--- config.mk ---
export PLATFORM = sky130hd
export DESIGN_NAME = ks_pipe_adder
export DESIGN_NICKNAME = d
export VERILOG_FILES = /design/src/rtl/ks_pipe_adder.sv
export SDC_FILE = /design/constraint.sdc
export NUM_CORES = 1
export LEC_CHECK = 0
export ABC_CLOCK_PERIOD_IN_PS = 3200
export CORE_MARGIN = 8
export CORE_UTILIZATION = 60
export DETAILED_ROUTE_END_ITERATION = 8
export GPL_TIMING_DRIVEN = 0
export PLACE_DENSITY_LB_ADDON = 0.25
export RECOVER_POWER = 100
export SYNTH_ARGS = -nofsm -noshare
export SYNTH_HDL_FRONTEND = slang
export SYNTH_SLANG_ARGS = --single-unit
--- constraint.sdc ---
create_clock -name clk -period 3.2 [get_ports clk]
set_input_delay 0.8 -clock clk [delete_from_list [all_inputs] [get_ports clk]]
set_output_delay 0.8 -clock clk [all_outputs]
set_load 0.005 [all_outputs]
--- src/rtl/ks_pipe_adder.sv ---
// Pipelined Kogge-Stone adder/subtractor with valid/ready flow control.
// Pipeline registers follow every REG_EVERY prefix levels; the last one holds the result.
module ks_pipe_adder #(
  parameter int unsigned WIDTH     = 32,
  parameter int unsigned REG_EVERY = 1
) (
  input  logic             clk,
  input  logic             rst_n,
  input  logic             in_valid,
  output logic             in_ready,
  input  logic [WIDTH-1:0] a,
  input  logic [WIDTH-1:0] b,
  input  logic             cin,
  input  logic             sub,
  output logic             out_valid,
  input  logic             out_ready,
  output logic [WIDTH-1:0] sum,
  output logic             cout,
  output logic             ovf
);

  localparam int unsigned LEVELS = $clog2(WIDTH);
  localparam int unsigned NREG   = (LEVELS + REG_EVERY - 1) / REG_EVERY;

  // Stage 0 next-state
  logic [WIDTH-1:0] bb_d, p0_d, g0_d;
  logic             c0_d;

  always_comb begin
    bb_d    = sub ? ~b : b;
    c0_d    = sub | cin;
    p0_d    = a ^ bb_d;
    g0_d    = a & bb_d;
    g0_d[0] = g0_d[0] | (p0_d[0] & c0_d);
  end

  // Stages 0..NREG-1 carry prefix state; stage NREG is the output stage
  logic [WIDTH-1:0] op_q [NREG];
  logic [WIDTH-1:0] gp_q [NREG];
  logic [WIDTH-1:0] pp_q [NREG];
  logic             c0_q [NREG];
  logic             am_q [NREG];
  logic             bm_q [NREG];
  logic [NREG:0]    vld_q;
  logic [NREG:0]    rdy;
  logic             all_v;

  logic [WIDTH-1:0] sum_q, sum_d;
  logic             cout_q, cout_d;
  logic             ovf_q, ovf_d;

  logic [WIDTH-1:0] lv_gi [1:LEVELS];
  logic [WIDTH-1:0] lv_pi [1:LEVELS];
  logic [WIDTH-1:0] lv_go [1:LEVELS];
  logic [WIDTH-1:0] lv_po [1:LEVELS];

  for (genvar k = 1; k <= LEVELS; k++) begin : g_level
    localparam int unsigned D = 1 << (k - 1);
    localparam logic [WIDTH-1:0] LOW = ~({WIDTH{1'b1}} << D);

    if (((k - 1) % REG_EVERY) == 0) begin : g_from_reg
      assign lv_gi[k] = gp_q[(k - 1) / REG_EVERY];
      assign lv_pi[k] = pp_q[(k - 1) / REG_EVERY];
    end else begin : g_from_comb
      assign lv_gi[k] = lv_go[k - 1];
      assign lv_pi[k] = lv_po[k - 1];
    end

    // Shifted-in zeros make bits below D pass through unchanged
    assign lv_go[k] = lv_gi[k] | (lv_pi[k] & (lv_gi[k] << D));
    assign lv_po[k] = lv_pi[k] & ((lv_pi[k] << D) | LOW);
  end

  always_comb begin
    sum_d  = op_q[NREG-1] ^ {lv_go[LEVELS][WIDTH-2:0], c0_q[NREG-1]};
    cout_d = lv_go[LEVELS][WIDTH-1];
    ovf_d  = (am_q[NREG-1] == bm_q[NREG-1]) & (sum_d[WIDTH-1] != am_q[NREG-1]);
  end

  // A stage is ready unless it and every stage after it is full while out_ready is low
  always_comb begin
    rdy   = '0;
    all_v = 1'b1;
    for (int unsigned j = 0; j <= NREG; j++) begin
      all_v         = all_v & vld_q[NREG - j];
      rdy[NREG - j] = out_ready | ~all_v;
    end
  end

  always_ff @(posedge clk or negedge rst_n) begin
    if (!rst_n) begin
      vld_q <= '0;
      for (int unsigned s = 0; s < NREG; s++) begin
        op_q[s] <= '0;
        gp_q[s] <= '0;
        pp_q[s] <= '0;
        c0_q[s] <= 1'b0;
        am_q[s] <= 1'b0;
        bm_q[s] <= 1'b0;
      end
      sum_q  <= '0;
      cout_q <= 1'b0;
      ovf_q  <= 1'b0;
    end else begin
      if (rdy[0]) begin
        vld_q[0] <= in_valid;
        op_q[0]  <= p0_d;
        gp_q[0]  <= g0_d;
        pp_q[0]  <= p0_d;
        c0_q[0]  <= c0_d;
        am_q[0]  <= a[WIDTH-1];
        bm_q[0]  <= bb_d[WIDTH-1];
      end
      for (int unsigned s = 1; s < NREG; s++) begin
        if (rdy[s]) begin
          vld_q[s] <= vld_q[s-1];
          op_q[s]  <= op_q[s-1];
          gp_q[s]  <= lv_go[s * REG_EVERY];
          pp_q[s]  <= lv_po[s * REG_EVERY];
          c0_q[s]  <= c0_q[s-1];
          am_q[s]  <= am_q[s-1];
          bm_q[s]  <= bm_q[s-1];
        end
      end
      if (rdy[NREG]) begin
        vld_q[NREG] <= vld_q[NREG-1];
        sum_q       <= sum_d;
        cout_q      <= cout_d;
        ovf_q       <= ovf_d;
      end
    end
  end

  assign in_ready  = rdy[0];
  assign out_valid = vld_q[NREG];
  assign sum       = sum_q;
  assign cout      = cout_q;
  assign ovf       = ovf_q;

endmodule

==> metrics.md <==
| Metric | Value |
|---|---|
| Outcome | `complete, but fails checks` |
| Failing checks | `max-capacitance violations, max-slew violations` |
| Max Slew Vio Count | `127` |
| IO Pins | `106` |
| Synth Cell Area | `0.0190 sq mm` |
| Critical Path End | `in_ready` |
| Initial antenna violation count | `0` |
| Slew margin rel. | `-11.5%` |
| Most instantiated library cell after synthesis | `nand2_1` |
| # fillers | `2250` |
| Proportion of synthesized flip-flops having asynchronous set or reset | `100%` |
| Syn Nets | `1886` |
| CP Launch Point | `out_ready` |
| Critical path class | `in2out` |
| Vias | `13400` |
| Crit path cell chain | `dlygate4sd2_1 -> and4b_2 -> buf_6 -> nand4_4 -> clkbuf_1 -> clkdlybuf4s50_1` |
| Fin util | `71.1%` |
| # diodes | `0` |
| Vias per cell | `5.63` |
| FP Rows | `65` |
| Sinks on Clock Net | `473` |
| Leakage | `10.1 nW` |
| Yosys warns | `0` |
| Endpoints failing setup | `0` |
| Die area | `0.0376 sq mm` |
| CTS max path bufs | `3` |
| Setup crit end kind | `primary output` |
| Startpoint Class | `input port` |
| Min Tclk post-route | `3120 ps` |
| Slew @ Worst Pin | `1670 ps` |
| Largest net degree at the start of global routing | `131` |
| DRT Wirelength | `45900 um` |
| R2R cell count | `7` |
| Number of buffer cells added on primary ports | `104` |
| First-pass GRT wire length | `75100 um` |
| Worst reg2reg path endpoint | `op_q[100]$_DFFE_PN0P_` |
| First DRT Iteration DRCs | `947` |
| Maximum fanout along the worst path | `3` |
| Avg WL per Cell | `19.3 um` |
| Max_cap viols | `1` |
| EDFF count, synth | `0` |
| H-Tree Depth | `2` |
| Total gr overflow | `0` |
| Global-route usage over all layers | `24.8%` |
| Worst hold path type | `in2async` |
| Most area-consuming cells after synthesis | `dfrtp_1 62%, nand2_1 12%, mux2_2 7.9%, o21ai_0 6.0%, a21oi_1 3.5%` |
| Fin crit share | `97.4%` |
| Clk_lat worst skew | `550 ps` |
| Critical path arrival | `2320 ps` |
| ANT nets after route | `0` |
| Chip width | `194 um` |
| CP max stage cell | `clkdlybuf4s50_1` |
| Pwr per Cell Area | `830 mW/mm^2` |
| Number of CTS-inserted buffers | `46` |
| Avg Cell Area, Syn | `10.6 sq um` |
| Vias in the first global route | `13900` |
| Synth cell count leaders | `589 x nand2_1, 473 x dfrtp_1, 228 x o21ai_0, 134 x mux2_2, 131 x a21oi_1` |
| Clock transition at path regs | `60 ps` |
| Share of cells above drive strength 1 | `11.7%` |
| Worst hold slack | `269 ps` |
| Synth Register Bits | `473` |
| Worst path required time | `2400 ps` |
| Crit path largest cell delay | `450 ps` |
| RSZ-0062 raised after global routing | `false` |
| DP Wirelength | `33400 um` |
| Final net count | `2045` |
| Maximum vdd drop | `0.000464 V` |
| # DRC | `0` |
| Gpl congestion | `0.901` |
| R2r setup slk | `300 ps` |
| Core region area | `0.0314 sq mm` |
| Root Buffer | `clkbuf_16` |
| Setup Skew | `12.4 ps` |
| Hold_buf cts | `0` |
| Synth cell types | `25` |
| Syn Inst Count | `1784` |
| Sequential area share after synthesis | `62.3%` |
| Area share of the largest cell type after synthesis | `62.3%` |
| Reg-to-reg critical path startpoint | `vld_q[5]$_DFFE_PN0P_` |
| TritonCTS clock tree | `done` |
| Initial core utilization | `60.5%` |
| Post-synth top flop | `dfrtp_1` |
| Synth area leader | `dfrtp_1` |
| Final Hold Vio Count | `0` |
| Max Fclk | `321 MHz` |
| DRT Pass-1 Iters | `5` |
| Die height | `194 um` |
| Area delta synth->final | `17.4%` |
-- how the worst min path moves through the flow --
stage / start / endpoint
floorplan: am_q[1]$_DFFE_PN0P_ / am_q[1]$_DFFE_PN0P_
global placement: lv_pi[18]$_DFFE_PN0P_ / lv_pi[18]$_DFFE_PN0P_
detailed placement: op_q[47]$_DFFE_PN0P_ / op_q[47]$_DFFE_PN0P_
CTS: rst_n / lv_pi[154]$_DFFE_PN0P_
global route: rst_n / lv_pi[152]$_DFFE_PN0P_
finish: rst_n / lv_pi[154]$_DFFE_PN0P_
-- per-stage QoR --
stage | power, mW | setup WS, ps | cell area (sq um) | std cells | setup TNS [ps]
final | 18.5 | 84.3 | 22300 | 2382 | 0
after global routing | 19.5 | 32.5 | 22300 | 2382 | 0
after CTS | 18.7 | 118 | 22400 | 2382 | 0
after detailed placement | 12.6 | -641 | 20600 | 2293 | -641
after global placement | 12.4 | -18430 | 20500 | 2290 | -8702400
after floorplan | 10.7 | 826 | 19000 | 1784 | 0
-- sequential cells by signal, indices dropped and copies added, names as in the netlist --
name	count
vld_q	6
lv_pi	130
c0_q	5
cout	1
gp_q	160
am_q	5
op_q	128
ovf	1
sum	32
bm_q	5
-- layout by cell type, fill, tap and decap left out, types with 2 or more instances in the layout --
| cell type | Yosys | routed |
|---|---|---|
| nand2_1 | 589 | 589 |
| dfrtp_1 | 473 | 473 |
| o21ai_0 | 228 | 228 |
| mux2_2 | 134 | 134 |
| a21oi_1 | 131 | 131 |
| clkbuf_1 | 41 | 93 |
| clkdlybuf4s50_1 | 0 | 67 |
| clkbuf_16 | 0 | 49 |
| xor2_1 | 47 | 47 |
| dlygate4sd3_1 | 0 | 35 |
| ha_1 | 32 | 32 |
| nand3_1 | 18 | 18 |
| xnor2_1 | 17 | 17 |
| clkbuf_8 | 0 | 13 |
| bufinv_16 | 0 | 9 |
| clkinv_2 | 0 | 8 |
| mux2_1 | 5 | 5 |
| buf_2 | 42 | 4 |
| or2_2 | 4 | 4 |
| nand2b_1 | 4 | 4 |
| buf_6 | 1 | 2 |
| nor2_1 | 2 | 2 |
| clkbuf_4 | 0 | 2 |
-- per-layer routing --
| metal | global-route usage (%) | vias up | share of wire (%) |
|---|---|---|---|
| met5 | 0 | - | 0 |
| met4 | 8.40 | 0 | 3.3 |
| met3 | 3.21 | 96 | 5.0 |
| met2 | 41.4 | 371 | 49 |
| met1 | 33.3 | 6664 | 43 |
| li1 | - | 6280 | - |
-- cell families (layout without fill, tap and decap cells) --
| kind of cell | count (synthesis) | after routing | synth area share, % |
|---|---|---|---|
| multiplexers | 139 | 139 | 8.24 |
| AO/OA/AOI/OAI | 360 | 360 | 9.49 |
| XOR/XNOR | 64 | 64 | 2.95 |
| AND/OR/NAND/NOR | 624 | 624 | 12.7 |
| adder cells (fa/ha/maj) | 32 | 32 | 2.11 |
| flip-flops | 473 | 473 | 62.3 |
| buffers and inverters | 92 | 288 | 2.21 |
-- critical path, delay by kind of cell --
family                 cells  cell delay (ps)
buffers and inverters      4             1010
AND/OR/NAND/NOR            2              500
-- final cells by class --
class | instances | area, sq um | share of cell area (%)
Tap cell | 402 | 503 | 2.25
Buffer | 92 | 359 | 1.61
Timing Repair Buffer | 111 | 1110 | 4.97
Multi-Input combinational cell | 1219 | 6750 | 30.3
Sequential cell | 473 | 11800 | 53.1
Clock buffer | 67 | 1420 | 6.38
Clock inverter | 18 | 327 | 1.46
-- where the power goes --
part	internal (mW)	total [mW]	switching [mW]	leakage, nW
clock	3.82	6.05	2.24	0.869
sequential	7.64	9.15	1.51	5.88
combinational	1.55	3.32	1.77	3.34
-- repair_timing --
| action | in CTS | in global routing |
|---|---|---|
| gates resized for setup | 9 | 0 |
| setup buffers | 4 | 0 |
| setup endpoints to repair | 1 | 0 |
No activity file was read; power rests on OpenSTA's default activity.
